## config.mk

```make
export PLATFORM = sky130hd
export DESIGN_NAME = sa_sram_loader
export DESIGN_NICKNAME = d
export VERILOG_FILES = /design/src/rtl/sa_sram_loader.sv
export SDC_FILE = /design/constraint.sdc
export NUM_CORES = 1
export LEC_CHECK = 0
export CAP_MARGIN = 10
export CORE_MARGIN = 2
export CORE_UTILIZATION = 49
export CTS_CLUSTER_DIAMETER = 100
export DETAILED_ROUTE_END_ITERATION = 6
export GPL_TIMING_DRIVEN = 0
export MAX_ROUTING_LAYER = met4
export PLACE_DENSITY = 0.82
export SLEW_MARGIN = 20
export SYNTH_ARGS = -nofsm -noshare
export SYNTH_HDL_FRONTEND = slang
export SYNTH_SLANG_ARGS = --single-unit
```

## constraint.sdc

```tcl
create_clock -name clk -period 5.87 [get_ports clk]
set_input_delay 1.174 -clock clk [delete_from_list [all_inputs] [get_ports clk]]
set_output_delay 1.174 -clock clk [all_outputs]
set_load 0.02 [all_outputs]
```

## src/rtl/sa_sram_loader.sv

```systemverilog
// Byte-stream to SRAM word packer for the systolic-array operand SRAMs.
// Packs N bytes per word, zero-pads a word cut short by s_last, one write strobe per word.
module sa_sram_loader #(
  parameter int unsigned N = 8
) (
  input  logic           clk,
  input  logic           rst,
  input  logic           start,
  input  logic           sel_col,
  input  logic [12:0]    base_addr,
  input  logic [12:0]    word_count,
  input  logic           s_valid,
  output logic           s_ready,
  input  logic [7:0]     s_data,
  input  logic           s_last,
  output logic           wen_n,
  output logic           wsel,
  output logic [12:0]    waddr,
  output logic [N*8-1:0] wdata,
  output logic           busy,
  output logic           done,
  output logic [12:0]    words_written,
  output logic           early_end
);

  localparam int unsigned IW = (N > 1) ? $clog2(N) : 1;

  typedef enum logic [1:0] {IDLE, FILL, WRITE, DONE} state_t;

  state_t            state, state_nxt;
  logic [IW-1:0]     byte_idx;
  logic [N-1:0][7:0] pack, pack_nxt;
  logic [12:0]       base_q, count_q;
  logic              ended_last;
  logic              hs, word_end;

  always_ff @(posedge clk or posedge rst) begin
    if (rst) state <= IDLE;
    else     state <= state_nxt;
  end

  always_comb begin
    state_nxt = state;
    hs        = 1'b0;
    word_end  = 1'b0;
    pack_nxt  = pack;
    s_ready   = 1'b0;
    busy      = (state != IDLE);
    done      = (state == DONE);
    case (state)
      IDLE: begin
        if (start) state_nxt = (word_count == '0) ? DONE : FILL;
      end
      FILL: begin
        s_ready  = 1'b1;
        hs       = s_valid;
        if (hs) pack_nxt[byte_idx] = s_data;
        word_end = hs && (s_last || byte_idx == IW'(N - 1));
        if (word_end) state_nxt = WRITE;
      end
      WRITE: begin
        state_nxt = (ended_last || (words_written + 13'd1 == count_q)) ? DONE : FILL;
      end
      DONE:    state_nxt = IDLE;
      default: state_nxt = IDLE;
    endcase
  end

  // Write outputs are registered at the word-completing handshake, so they are
  // valid during WRITE and hold afterwards while pack is cleared for the next word.
  always_ff @(posedge clk or posedge rst) begin
    if (rst) begin
      wen_n         <= 1'b1;
      waddr         <= '0;
      wdata         <= '0;
      wsel          <= 1'b0;
      words_written <= '0;
      early_end     <= 1'b0;
      byte_idx      <= '0;
      pack          <= '0;
      base_q        <= '0;
      count_q       <= '0;
      ended_last    <= 1'b0;
    end else begin
      wen_n <= 1'b1;
      case (state)
        IDLE: begin
          if (start) begin
            wsel          <= sel_col;
            base_q        <= base_addr;
            count_q       <= word_count;
            words_written <= '0;
            early_end     <= 1'b0;
            byte_idx      <= '0;
            pack          <= '0;
            ended_last    <= 1'b0;
          end
        end
        FILL: begin
          if (word_end) begin
            wen_n      <= 1'b0;
            waddr      <= base_q + words_written;
            wdata      <= pack_nxt;
            ended_last <= s_last;
            if (s_last && (words_written + 13'd1 != count_q)) early_end <= 1'b1;
            pack       <= '0;
            byte_idx   <= '0;
          end else if (hs) begin
            pack     <= pack_nxt;
            byte_idx <= byte_idx + 1'b1;
          end
        end
        WRITE: words_written <= words_written + 13'd1;
        default: ;
      endcase
    end
  end

endmodule

```

==> results of run 1 <==
per-stage QoR:
| step | power [W] | util | instance area (µm²) | setup slack, ns |
|---|---|---|---|---|
| floorplan | 0.00269 | - | 8790 | 2.26 |
| global placement | 0.00322 | 0.598 | 10400 | 0.836 |
| detailed placement | 0.00329 | 0.608 | 10600 | 1.96 |
| CTS | 0.00441 | 0.641 | 11200 | 2.39 |
| global route | 0.00464 | 0.641 | 11200 | 2.21 |
| finish | 0.00441 | 0.641 | 11200 | 2.36 |
flip-flops by register name, summed over array words and instances (netlist names):
name	cells
early_end	1
state	2
words_written	13
byte_idx	3
wen_n	1
wdata	64
pack	64
count_q	13
waddr	13
base_q	13
wsel	1
ended_last	1
layout make-up:
class                      count  area (µm²)
multi-input combinational    583        3780
inverter                      12        48.8
fill                        1362        6240
buffer                        51         233
antenna                        1        2.50
clock inverter                14         136
sequential                   189        4730
tap                          225         282
clock buffer                  18         439
timing repair buffer         142        1520
logic make-up after synthesis:
group                      count (synthesis)
AOI/OAI and AO/OA                        213
DFF                                      189
adders and majority gates                 16
and+or+nand+nor                          237
muxes                                     90
xor gates and xnor gates                  27
buffers and inverters                     63
where the power goes:
group          leakage, nW  internal, W  switching [W]  total [W]
clock                0.278     0.000606       0.000523    0.00113
sequential            2.54      0.00155       0.000179    0.00173
combinational         2.07     0.000651       0.000897    0.00155
critical path, stage by stage:
cell and delay (ns):
clkdlybuf4s50_1 0.56, o21ai_2 0.16, nor3b_2 0.10, inv_1 0.08, clkbuf_1 0.53, clkbuf_1 0.57
clkbuf_1 0.46, nand2_1 0.12, o21ai_0 0.09
path summary, 6_finish.rpt:
kind	start	end	slack, ns	depth (start not counted)
max	s_valid	wdata[41]	2.36	9
min reg2reg	wdata[7]	wdata[7]	0.48	2
min in group asynchronous	rst	waddr[6]	1.17	2
min	wdata[7]	wdata[7]	0.48	2
max in group asynchronous	rst	pack[52]	3.71	5
max reg2reg	byte_idx[0]	wdata[41]	2.75	10
placed cells by master (no fill, tap or decap), types with 7 or more instances in the layout:
master / synthesis / routed
a21oi_1: 10 / 10
buf_2: 12 / 12
dfrtp_1: 188 / 188
nand2_1: 160 / 160
xor2_1: 9 / 9
inv_1: 12 / 11
mux2_2: 25 / 25
clkbuf_1: 33 / 33
clkdlybuf4s50_1: 0 / 135
a32o_1: 32 / 32
nor2_1: 20 / 20
mux2i_1: 65 / 65
nor3_1: 8 / 8
ha_1: 15 / 15
nor4_1: 7 / 7
clkbuf_16: 0 / 17
xnor2_1: 18 / 18
nand2b_1: 9 / 9
o21ai_0: 131 / 131
metal layers:
layer	share of wire	GRT usage	wire (µm)	vias to the layer above
li1	-	-	-	3296
met1	0.43	0.332	9690	3492
met2	0.48	0.407	10900	254
met3	0.056	0.0446	1260	59
met4	0.031	0.105	692	0
met5	0	-	0	-
==> run metrics, run 1 <==
Worst EP required 6.23 ns; status finished clean; Vias/cell 5.75; number of levels the H-tree was split into 4; count of warnings emitted by yosys 0; sequential share of the synthesized area 0.538; dpl hpwl 16,500 µm; area of the die 19,000 µm²; CTS Root Buffer Type clkbuf_16; Max Clk Rate 0.285 GHz; xor and xnor area share after synthesis 0.0269; crit path max fanout 10; GRT Residual Overflow 0; multiplexer area fraction after synthesis 0.106; synth top area cells dfrtp_1 54%, o21ai_0 7.5%, mux2i_1 7.4%, nand2_1 6.8%, a32o_1 3.6%; clock tree from TritonCTS done; worst relative slew slack 0.521; net count of the finished layout 1,052; routed vias 7,101; maximum clock path buffer count 2; number of top-level design ports 136; die boundary width 138 µm; Worst-Skew Late Latency 0.44 ns; post-synth top area cell dfrtp_1; synthesized-area fraction occupied by and/or/nand/nor cells 0.122; gpl congestion 0.889; EDFF count, synth 0; dominant combinational cell family by area after synthesis compound AO/OA/AOI/OAI gates; antenna violations before repair 0; startpoint class of the critical path input pin; starting DRC count in detailed routing 537; relative area change from synthesis to final layout 27.1%; floorplan row count 48; Worst Setup End Kind flip-flop; clk sink count 189; CTS-repair resized insts 0; first-pass iteration count of the detailed router 6; total global-route track usage 0.258; buffers added on ports 135; number of global-route vias before repair 7,078; Post-CTS Hold Fix Bufs 0; Max-cap violations 0; power density normalized to cell area 394 nW/µm²; post-synth design cell area 8790 µm²; number of placed cells counting well taps 1,202; total negative setup slack 0 ns; arrival time of the worst setup path 3.87 ns; fraction of the mapped netlist area in adder cells 0.0236; top-count cell post-synth dfrtp_1; total detailed-routing wirelength 22,500 µm; average routed wire per standard cell 18.2 µm; post-CTS repair timing setup buffer count 0; largest net degree at the start of global routing 32; CTS clk-pin slew, worst paths 0.07 ns; wire length of the first global-routing pass 36,400 µm; compound-cell area share of the yosys netlist 0.151; total leakage power 4.89 nW; synthesized net count 891; class of the tightest hold or removal check reg2reg; clock period minus final worst setup slack 3.51 ns; most frequently used flop master after synthesis dfrtp_1; Hold WS 0.480 ns; worst-case clock skew 0.00653 ns; number of standard cells in the final layout excluding fillers 1,235; share of flip-flops with an asynchronous set or reset after synthesis 1.00; number of synthesized register bits 189; unrepaired setup endpoints after global routing no; final hold viol count 0; synthesized instance count 835; vertical die dimension 138 µm; maximum VDD drop 0.000317 V; number of routed nets with antenna violations 0; final worst path period share 0.598; proportion of layout cells with a drive suffix above 1 0.0951; area share of the leading cell type in the synthesized netlist 0.535; number of distinct library cells after synthesis 61; critical path type in2reg; effective utilization at floorplan 0.505; average size of a mapped cell 10.5 µm²; Core Area 17,400 µm²; Worst-Margin Slew 0.718 ns; Final Setup Violations 0; pins over their slew limit 0; number of buffers inserted during clock tree synthesis 17; DRC violations left 0; top cell types by occurrence after synthesis 188 x dfrtp_1, 160 x nand2_1, 131 x o21ai_0
Power figures use the tool's default switching activity.
==> run 2: changes to the inputs <==
==> constraint.sdc (replaced) <==
create_clock -name clk -period 3.1 [get_ports clk]
set_input_delay 0.62 -clock clk [delete_from_list [all_inputs] [get_ports clk]]
set_output_delay 0.62 -clock clk [all_outputs]
set_load 0.02 [all_outputs]
==> run metrics, run 2 (synthesis gave the netlist of run 1 again) <==
vertical die dimension 138 µm (unchanged); Max-cap violations 0 (unchanged); most common cell after layout, fill and taps aside dfrtp_1; critical path cell sequence ha_1, inv_1, fa_1, nand2b_1, a21oi_1, o211ai_1, a31oi_1, xnor2_1, o21ai_0; startpoint class of the critical path flip-flop; unrepaired setup endpoints after global routing no; class of the tightest hold or removal check reg2reg; clk sink count 189 (unchanged); power density normalized to cell area 747 nW/µm² (+89%); number of routed nets with antenna violations 0 (unchanged); CTS Root Buffer Type clkbuf_16; area of the die 19,000 µm² (unchanged); Vias/cell 5.76 (+0.24%); sequential group share of total power 0.392 (about the same); Worst Setup End Kind flip-flop; switching power total 0.00303 W (+90%); crit path max fanout 8 (-2); relative area change from synthesis to final layout 27.1% (about the same); number of standard cells in the final layout excluding fillers 1,234 (-0.081%); number of top-level design ports 136 (unchanged); Top Registers pack: 64 flops, wdata: 64 flops; number of global-route vias before repair 7,078 (unchanged); CTS clk-pin slew, worst paths 0.07 ns (about the same); number of buffers inserted during clock tree synthesis 17 (unchanged); final hold viol count 0 (unchanged); net count of the finished layout 1,051 (-0.095%); post-detailed-placement cell area 10,600 µm² (unchanged); effective utilization at floorplan 0.505 (unchanged); Core Area 17,400 µm² (unchanged); status finished clean; worst-case clock skew 0.00766 ns (+0.00113 ns); Worst-Skew Late Latency 0.44 ns (about the same); clock period minus final worst setup slack 2.73 ns; master of the slowest instance on the critical path dfrtp_1; starting DRC count in detailed routing 503 (-6.3%); Filler Cell Count 1,364 (+0.15%); GRT Residual Overflow 0 (unchanged); DRC violations left 0 (unchanged); Worst EP required 3.40 ns (-2.83 ns); pins over their slew limit 0 (unchanged); utilization after layout 0.641 (about the same); arrival time of the worst setup path 3.03 ns (-0.84 ns); routed vias 7,112 (+0.15%); floorplan row count 48 (unchanged); buffers added on ports 135 (unchanged); die boundary width 138 µm (unchanged); clock power share 0.257 (about the same); maximum clock path buffer count 2 (unchanged); total non-filler cell area in the finished layout 11,200 µm² (about the same); total global-route track usage 0.258 (unchanged); wire length of the first global-routing pass 36,400 µm (unchanged); antenna violations before repair 0 (unchanged); total leakage power 4.90 nW (about the same); average routed wire per standard cell 18.3 µm (+0.49%); total negative setup slack 0 ns (unchanged); maximum VDD drop 0.000602 V (+90%); slowest cell delay on critical path 0.56 ns (about the same); gpl congestion 0.889 (unchanged); Worst-Margin Slew 0.711 ns (-0.00752 ns); commonest cells after routing, fill and taps aside 188 x dfrtp_1, 160 x nand2_1, 135 x clkdlybuf4s50_1, 131 x o21ai_0, 65 x mux2i_1; worst relative slew slack 0.526 (+0.00501); final worst path period share 0.880; dpl hpwl 16,500 µm (unchanged); number of placed cells counting well taps 1,202 (unchanged); total detailed-routing wirelength 22,600 µm (+0.41%); Max Clk Rate 0.367 GHz; first-pass iteration count of the detailed router 4 (-2); largest net degree at the start of global routing 32 (unchanged); Int Power 0.00532 W (+89%); Final Setup Violations 0 (unchanged); clock tree from TritonCTS done; critical path type reg2reg; Gate power share 0.351 (about the same); number of levels the H-tree was split into 4 (unchanged); switch share 0.363 (about the same); proportion of layout cells with a drive suffix above 1 0.0962 (+0.00109)
## run 2: changes by cell type in the layout (fill, tap and decap cells not counted)
cell	previous run	this run
clkbuf_1	33	31
clkbuf_2	0	1
## run 2: per-stage QoR
stage / setup slack (ns) / total power, W / hold WS, ns
after floorplan: 0.0463 / 0.00509 / 0.449
after global placement: -1.38 / 0.00610 / 0.459
after detailed placement: -0.252 / 0.00622 / 0.469
after CTS: 0.184 / 0.00835 / 0.485
after global routing: 0.221 / 0.00879 / 0.501
final: 0.373 / 0.00835 / 0.480
## run 2: power by group through the flow
stage / logic [W] / clock network, W / registers [W]
6_report: 0.00293 / 0.00214 / 0.00328
5_1_grt: 0.00320 / 0.00226 / 0.00333
4_1_cts: 0.00293 / 0.00215 / 0.00327
3_5_place_dp: 0.00291 / 0 / 0.00331
3_3_place_gp: 0.00281 / 0 / 0.00329
2_1_floorplan: 0.00159 / 0 / 0.00350
## run 2: layout make-up
| cell class | instances | area (µm²) | area share |
|---|---|---|---|
| clock buffers | 18 | 439 | 0.0393 |
| clock inverters | 14 | 136 | 0.0122 |
| multi-input cells | 583 | 3780 | 0.338 |
| flip-flops and latches | 189 | 4730 | 0.424 |
| well taps | 225 | 282 | 0.0252 |
| diodes | 1 | 2.50 | 0.000224 |
| plain buffers | 50 | 230 | 0.0206 |
| repair buffers | 142 | 1520 | 0.136 |
| inverters | 12 | 48.8 | 0.00437 |
## run 2: routing by layer
| metal | up-vias | track usage | routed length (µm) |
|---|---|---|---|
| li1 | 3297 | - | - |
| met1 | 3528 | 0.332 | 9790 |
| met2 | 236 | 0.407 | 10900 |
| met3 | 51 | 0.0446 | 1260 |
| met4 | 0 | 0.105 | 709 |
| met5 | - | - | 0 |
## run 2: final timing paths
| kind | start | to | slack (ns) | cells after the start |
|---|---|---|---|---|
| worst min register to register | wdata[7] | wdata[7] | 0.48 | 2 |
| worst max register to register | words_written[0] | waddr[12] | 0.37 | 9 |
| worst max-delay path | words_written[0] | waddr[12] | 0.37 | 9 |
| worst min-delay path | wdata[7] | wdata[7] | 0.48 | 2 |
| min in group asynchronous | rst | base_q[0] | 0.62 | 2 |
| max in group asynchronous | rst | pack[52] | 1.49 | 5 |
## run 2: critical path: cells and delay by family (launching register included)
kind	cells	cell delay, ns
buffers and inverters	1	0.06
adder cells (fa/ha/maj)	2	0.65
XOR/XNOR	1	0.22
AND/OR/NAND/NOR	1	0.19
flip-flops	1	0.56
AO/OA/AOI/OAI	4	0.90
## run 2: what timing repair did
action,in CTS,in global routing
resized for setup,1,0
gates cloned,0,0
buffers inserted,0,0
hold buffers,0,0
endpoints found under the setup margin,1,2
